`src/rtl/pio_pkg.sv`:
```
// Shared definitions for the PIO edge-interrupt block: register word addresses
// and the per-bit capture-source selection.
package pio_pkg;

    localparam logic [2:0] ADDR_DATA     = 3'd0;
    localparam logic [2:0] ADDR_OUTSET   = 3'd1;
    localparam logic [2:0] ADDR_IRQ_MASK = 3'd2;
    localparam logic [2:0] ADDR_CAPTURE  = 3'd3;
    localparam logic [2:0] ADDR_OUTCLR   = 3'd4;
    localparam logic [2:0] ADDR_RISE_EN  = 3'd5;
    localparam logic [2:0] ADDR_FALL_EN  = 3'd6;
    localparam logic [2:0] ADDR_RSVD     = 3'd7;

    // Encoding is {rise_en, fall_en} for one bit.
    typedef enum logic [1:0] {
        MODE_LEVEL = 2'b00,
        MODE_FALL  = 2'b01,
        MODE_RISE  = 2'b10,
        MODE_ANY   = 2'b11
    } edge_mode_e;

    function automatic logic edge_set(
        input logic rise_en,
        input logic fall_en,
        input logic rise,
        input logic fall,
        input logic level
    );
        logic       set_v;
        edge_mode_e mode_v;
        mode_v = edge_mode_e'({rise_en, fall_en});
        case (mode_v)
            MODE_RISE:  set_v = rise;
            MODE_FALL:  set_v = fall;
            MODE_ANY:   set_v = rise | fall;
            MODE_LEVEL: set_v = level;
            default:    set_v = level;
        endcase
        return set_v;
    endfunction

endpackage

```
`src/rtl/pio_sync.sv`:
```
// Multi-flop synchronizer for the asynchronous PIO inputs, with one extra
// delay stage so the consumer can detect edges on the synchronized value.
module pio_sync #(
    parameter int WIDTH       = 17,
    parameter int SYNC_STAGES = 2
) (
    input  logic             clk,
    input  logic             reset_n,
    input  logic [WIDTH-1:0] async_in,
    output logic [WIDTH-1:0] sync_in,
    output logic [WIDTH-1:0] sync_d
);

    logic [WIDTH-1:0] stage_r [SYNC_STAGES];
    logic [WIDTH-1:0] sync_d_r;

    // Synchronizer chain plus edge-detect delay flop.
    always_ff @(posedge clk or negedge reset_n) begin
        if (!reset_n) begin
            for (int i = 0; i < SYNC_STAGES; i++) begin
                stage_r[i] <= {WIDTH{1'b0}};
            end
            sync_d_r <= {WIDTH{1'b0}};
        end else begin
            stage_r[0] <= async_in;
            for (int i = 1; i < SYNC_STAGES; i++) begin
                stage_r[i] <= stage_r[i-1];
            end
            sync_d_r <= stage_r[SYNC_STAGES-1];
        end
    end

    assign sync_in = stage_r[SYNC_STAGES-1];
    assign sync_d  = sync_d_r;

endmodule

```
`src/rtl/pio_edge_irq.sv`:
```
// Parallel I/O port with set/clear output access and per-bit edge or level
// interrupt capture, presented as an 8-word slave register bank.
module pio_edge_irq
    import pio_pkg::*;
#(
    parameter int               WIDTH         = 17,
    parameter int               SYNC_STAGES   = 2,
    parameter logic [WIDTH-1:0] RESET_OUT     = {WIDTH{1'b0}},
    parameter logic [WIDTH-1:0] RESET_RISE_EN = {WIDTH{1'b1}}
) (
    input  logic             clk,
    input  logic             reset_n,
    input  logic [2:0]       address,
    input  logic             chipselect,
    input  logic             write_n,
    input  logic [31:0]      writedata,
    output logic [31:0]      readdata,
    input  logic [WIDTH-1:0] in_port,
    output logic [WIDTH-1:0] out_port,
    output logic             irq
);

    logic             wr_s;
    logic [WIDTH-1:0] wd_s;
    logic             unused_wd_s;

    logic [WIDTH-1:0] data_out_r;
    logic [WIDTH-1:0] mask_r;
    logic [WIDTH-1:0] capture_r;
    logic [WIDTH-1:0] rise_en_r;
    logic [WIDTH-1:0] fall_en_r;
    logic [31:0]      readdata_r;

    logic [WIDTH-1:0] sync_in_s;
    logic [WIDTH-1:0] sync_d_s;
    logic [WIDTH-1:0] rise_s;
    logic [WIDTH-1:0] fall_s;
    logic [WIDTH-1:0] set_s;
    logic [WIDTH-1:0] clr_s;
    logic [WIDTH-1:0] capture_nxt_s;
    logic [31:0]      rd_s;

    assign wr_s        = chipselect & ~write_n;
    assign wd_s        = writedata[WIDTH-1:0];
    assign unused_wd_s = &{1'b0, writedata};

    pio_sync #(
        .WIDTH       (WIDTH),
        .SYNC_STAGES (SYNC_STAGES)
    ) u_sync (
        .clk      (clk),
        .reset_n  (reset_n),
        .async_in (in_port),
        .sync_in  (sync_in_s),
        .sync_d   (sync_d_s)
    );

    assign rise_s = sync_in_s & ~sync_d_s;
    assign fall_s = ~sync_in_s & sync_d_s;

    for (genvar i = 0; i < WIDTH; i++) begin : g_set
        assign set_s[i] = edge_set(rise_en_r[i], fall_en_r[i],
                                   rise_s[i], fall_s[i], sync_in_s[i]);
    end

    // W1C clear vector from a CAPTURE write.
    always_comb begin
        clr_s = {WIDTH{1'b0}};
        if (wr_s && (address == ADDR_CAPTURE)) begin
            clr_s = wd_s;
        end else begin
            clr_s = {WIDTH{1'b0}};
        end
    end

    // A new event always wins over a clear landing in the same cycle.
    assign capture_nxt_s = (capture_r & ~clr_s) | set_s;

    // Sticky capture register.
    always_ff @(posedge clk or negedge reset_n) begin
        if (!reset_n) begin
            capture_r <= {WIDTH{1'b0}};
        end else begin
            capture_r <= capture_nxt_s;
        end
    end

    // Writable control and output registers.
    always_ff @(posedge clk or negedge reset_n) begin
        if (!reset_n) begin
            data_out_r <= RESET_OUT;
            mask_r     <= {WIDTH{1'b0}};
            rise_en_r  <= RESET_RISE_EN;
            fall_en_r  <= {WIDTH{1'b0}};
        end else if (wr_s) begin
            case (address)
                ADDR_DATA:     data_out_r <= wd_s;
                ADDR_OUTSET:   data_out_r <= data_out_r | wd_s;
                ADDR_IRQ_MASK: mask_r     <= wd_s;
                ADDR_OUTCLR:   data_out_r <= data_out_r & ~wd_s;
                ADDR_RISE_EN:  rise_en_r  <= wd_s;
                ADDR_FALL_EN:  fall_en_r  <= wd_s;
                default: begin
                end
            endcase
        end
    end

    // Read mux; upper bits above WIDTH always read as zero.
    always_comb begin
        rd_s = 32'd0;
        case (address)
            ADDR_DATA:     rd_s[WIDTH-1:0] = sync_in_s;
            ADDR_OUTSET:   rd_s[WIDTH-1:0] = data_out_r;
            ADDR_IRQ_MASK: rd_s[WIDTH-1:0] = mask_r;
            ADDR_CAPTURE:  rd_s[WIDTH-1:0] = capture_r;
            ADDR_OUTCLR:   rd_s[WIDTH-1:0] = data_out_r;
            ADDR_RISE_EN:  rd_s[WIDTH-1:0] = rise_en_r;
            ADDR_FALL_EN:  rd_s[WIDTH-1:0] = fall_en_r;
            ADDR_RSVD:     rd_s            = 32'd0;
            default:       rd_s            = 32'd0;
        endcase
    end

    // Registered read data, refreshed every cycle regardless of chipselect.
    always_ff @(posedge clk or negedge reset_n) begin
        if (!reset_n) begin
            readdata_r <= 32'd0;
        end else begin
            readdata_r <= rd_s;
        end
    end

    assign readdata = readdata_r;
    assign out_port = data_out_r;
    assign irq      = |(capture_r & mask_r);

endmodule

```
`config.mk`:
```
export PLATFORM = sky130hd
export DESIGN_NAME = pio_edge_irq
export DESIGN_NICKNAME = d
export VERILOG_FILES = /design/src/rtl/pio_pkg.sv /design/src/rtl/pio_sync.sv /design/src/rtl/pio_edge_irq.sv
export SDC_FILE = /design/constraint.sdc
export NUM_CORES = 1
export LEC_CHECK = 0
export CAP_MARGIN = 20
export CORE_MARGIN = 2
export CORE_UTILIZATION = 50
export DETAILED_ROUTE_END_ITERATION = 16
export PLACE_DENSITY = 0.81
export SYNTH_ARGS = -nofsm -noshare
export SYNTH_HDL_FRONTEND = slang
export SYNTH_SLANG_ARGS = --single-unit
```
`constraint.sdc`:
```
create_clock -name clk -period 2 [get_ports clk]
set_input_delay 0.3 -clock clk [delete_from_list [all_inputs] [get_ports clk]]
set_output_delay 0.3 -clock clk [all_outputs]
set_load 0.02 [all_outputs]
```
==> impl_metrics.env <==
export IMPL_synth_seq_area_share_pct=53.4
export IMPL_skew_ps=5.85
export IMPL_power_leakage_uw=0.00413
export IMPL_synth_top_area_share_pct=47.2
export IMPL_drv_slew=0
export IMPL_holdWs_ps=307
export IMPL_place_congestion=0.869
export IMPL_fillers=1026
export IMPL_yosysUniqueCellTypes=41
export IMPL_worstHoldPathType="input port to flop"
export IMPL_ys_ff_latch=153
export IMPL_synth_commonest_cells="136 x dfrtp_1, 53 x nand2_1, 52 x nor2_1, 41 x inv_1, 41 x mux2i_1"
export IMPL_r2r_slack_ps=640
export IMPL_r2r_cells=5
export IMPL_ys_flop_type="dfrtp_1"
export IMPL_setup_slack_ps=-104
export IMPL_numClockSinks=153
export IMPL_drt_initial_drc_count=475
export IMPL_worst_pin_slew_ps=868
export IMPL_cts_buffer_depth=2
export IMPL_synth_edf_count=0
export IMPL_pwr_density_cell_mw_per_mm2=992
export IMPL_status="finished, violations left"
export IMPL_coreArea_mm2=0.0140
export IMPL_cts_tree="yes"
export IMPL_grtUsageTotal_pct=23.8
export IMPL_vdd_drop_max_uv=755
export IMPL_r2r_end="capture_r[2]"
export IMPL_drive_gt1_share_pct=21.5
export IMPL_htreeDepth=4
export IMPL_power_total_uw=9000
export IMPL_design_area_mm2=0.00906
export IMPL_ys_warn_count=0
export IMPL_clk_pin_slew_ps=60
export IMPL_cts_root_buf="clkbuf_16"
export IMPL_period_minus_slack_ps=2100
export IMPL_numPortBuffers=75
export IMPL_violations="setup timing"
export IMPL_grt_ovfl_total=0
export IMPL_synth_top_area_cell="dfrtp_1"
export IMPL_drt_pass1_iter_count=7
export IMPL_drc=0
export IMPL_drt_wl_total_mm=17.0
export IMPL_synth_area_leaders="dfrtp_1 47%, mux2_2 6.3%, dfstp_2 6.2%"
export IMPL_grt_max_degree=62
export IMPL_grt_first_pass_wirelength_mm=27.6
export IMPL_hpwl_mm=11.4
export IMPL_fmax_mhz=475
export IMPL_io_pins=106
export IMPL_netlist_area_mm2=0.00720
export IMPL_num_rows=43
export IMPL_die_area_mm2=0.0154
export IMPL_final_seq_area_mm2=0.00385
export IMPL_dieHeight_um=124
export IMPL_area_growth_synth_to_final_pct=25.8
export IMPL_hold_end="u_sync.stage_r[19]"
export IMPL_cp_data_arrival_time_ps=1800
export IMPL_crit_required_ps=1700
export IMPL_start_util_pct=51.5
export IMPL_numCtsBuffers=17
export IMPL_critical_path_class="flop to primary output"
export IMPL_hold_violations=0
export IMPL_hold_path_startpoint="in_port[2]"
export IMPL_multiInputGateArea_mm2=0.00302
export IMPL_start_kind="flop"
export IMPL_vias_per_cell=5.71
export IMPL_antenna_left=0
export IMPL_grt_setup_unrepaired="yes"
export IMPL_clock_latency_ps=420
export IMPL_netlist_instances=626
export IMPL_route_detailed_wl_per_inst_um=18.1
export IMPL_hold_depth=1
export IMPL_yosysMostFrequentCell="dfrtp_1"
export IMPL_rr_startpoint="u_sync.sync_in[2]"
export IMPL_maxCapViolations=0
export IMPL_antenna_found_initial=0
export IMPL_dieWidth_um=124
export IMPL_syn_area_per_cell_um2=11.5
export IMPL_async_reset_ff_share_pct=100
export IMPL_setup_violations=1
export IMPL_period_share_pct=105
export IMPL_vias=5358
export IMPL_slew_headroom_pct=41.8
export IMPL_insertedDiodeCount=0
export IMPL_finalNetCount=836
export IMPL_place_area_mm2=0.00841
export IMPL_cp_end_kind="primary output"
export IMPL_crit_path_max_fanout=2
export IMPL_first_global_vias=5428
-- routing by layer --
metal | wire [um] | part of all wire [%] | GRT usage [%] | vias up
met4 | 492 | 2.9 | 11.7 | 0
met2 | 8240 | 49 | 37.3 | 188
met1 | 7230 | 43 | 31.1 | 2705
met5 | 0 | 0 | 0 | -
li1 | - | - | - | 2420
met3 | 1020 | 6.0 | 5.77 | 45
-- area by class of cell --
| type | instances | area share [%] |
|---|---|---|
| inverter | 42 | 1.74 |
| multi-input combinational | 404 | 33.3 |
| clock inverter | 13 | 1.86 |
| clock buffer | 18 | 4.73 |
| tap | 180 | 2.48 |
| sequential | 153 | 42.5 |
| timing repair buffer | 128 | 13.4 |
-- worst max-delay path, stage by stage (launching register included) --
cell and delay [ps]:
dfrtp_1 370, a22o_1 260, a221oi_2 230, and3_1 250, nand3_4 100, buf_6 170
-- worst max path at each step --
| stage | to | from | slack (ps) | cells past startpoint |
|---|---|---|---|---|
| 6_report | irq | capture_r[1] | -100 | 5 |
| 5_1_grt | irq | mask_r[5] | -160 | 6 |
| 2_1_floorplan | mask_r[10] | address[1] | 340 | 7 |
| 3_5_place_dp | irq | capture_r[5] | -140 | 6 |
| 3_3_place_gp | irq | capture_r[5] | -160 | 6 |
| 4_1_cts | irq | mask_r[5] | -60 | 6 |
-- where the power goes --
part / switching, uW / internal (uW) / total [uW]
registers: 427 / 3580 / 4010
clock network: 1300 / 1960 / 3270
logic: 811 / 909 / 1720
-- placed cells by master (no fill, tap or decap), drive strengths merged, types with 4 or more instances in the layout --
cell	synthesis	layout
dfrtp	136	136
clkdlybuf4s50	0	72
buf	31	55
nand2	54	54
nor2	52	52
mux2	51	51
inv	41	44
mux2i	41	41
a21oi	39	39
o21ai	37	37
ha	34	34
a22o	18	18
clkbuf	10	18
a221o	17	17
dfstp	17	17
conb	1	15
o211ai	14	14
clkinvlp	0	7
o32ai	6	6
a22oi	4	4
nor3	4	4
-- per-stage QoR --
| step | cells | setup WS [ps] | setup TNS [ps] | util [%] |
|---|---|---|---|---|
| global route | 938 | -163 | -163 | 64.8 |
| detailed placement | 904 | -136 | -1370 | 60.1 |
| global placement | 904 | -156 | -607 | 60.1 |
| finish | 938 | -104 | -104 | 64.8 |
| floorplan | 640 | 340 | 0 | - |
| CTS | 938 | -57.6 | -57.6 | 64.7 |
-- what timing repair did --
item / CTS / global route
setup buffers: 2 / 0
pin swaps: 2 / 1
resized for setup: 10 / 1
hold endpoints to repair: 41 / 0
endpoints found under the setup margin: 1 / 1
hold buffers: 1 / 0
-- logic make-up (layout without fill, tap and decap cells) --
| family | count (synthesis) | in the layout | share of synthesized area, % |
|---|---|---|---|
| XOR/XNOR | 1 | 1 | 0.122 |
| adder cells (fa/ha/maj) | 34 | 34 | 5.90 |
| buffers and inverters | 83 | 201 | 5.77 |
| AO/OA/AOI/OAI | 143 | 143 | 13.4 |
| multiplexers | 92 | 92 | 14.2 |
| AND/OR/NAND/NOR | 119 | 119 | 7.14 |
| other | 1 | 15 | 0.0521 |
| flip-flops | 153 | 153 | 53.4 |
-- flip-flops by register name, indices dropped and copies added, names as in the netlist --
register and count:
fall_en_r 17, u_sync.sync_in 17, u_sync.sync_d 17, capture_r 17, mask_r 17, readdata 17, out_port 17, rise_en_r 17
u_sync.stage_r 17
No activity file was read; power rests on OpenSTA's default activity.
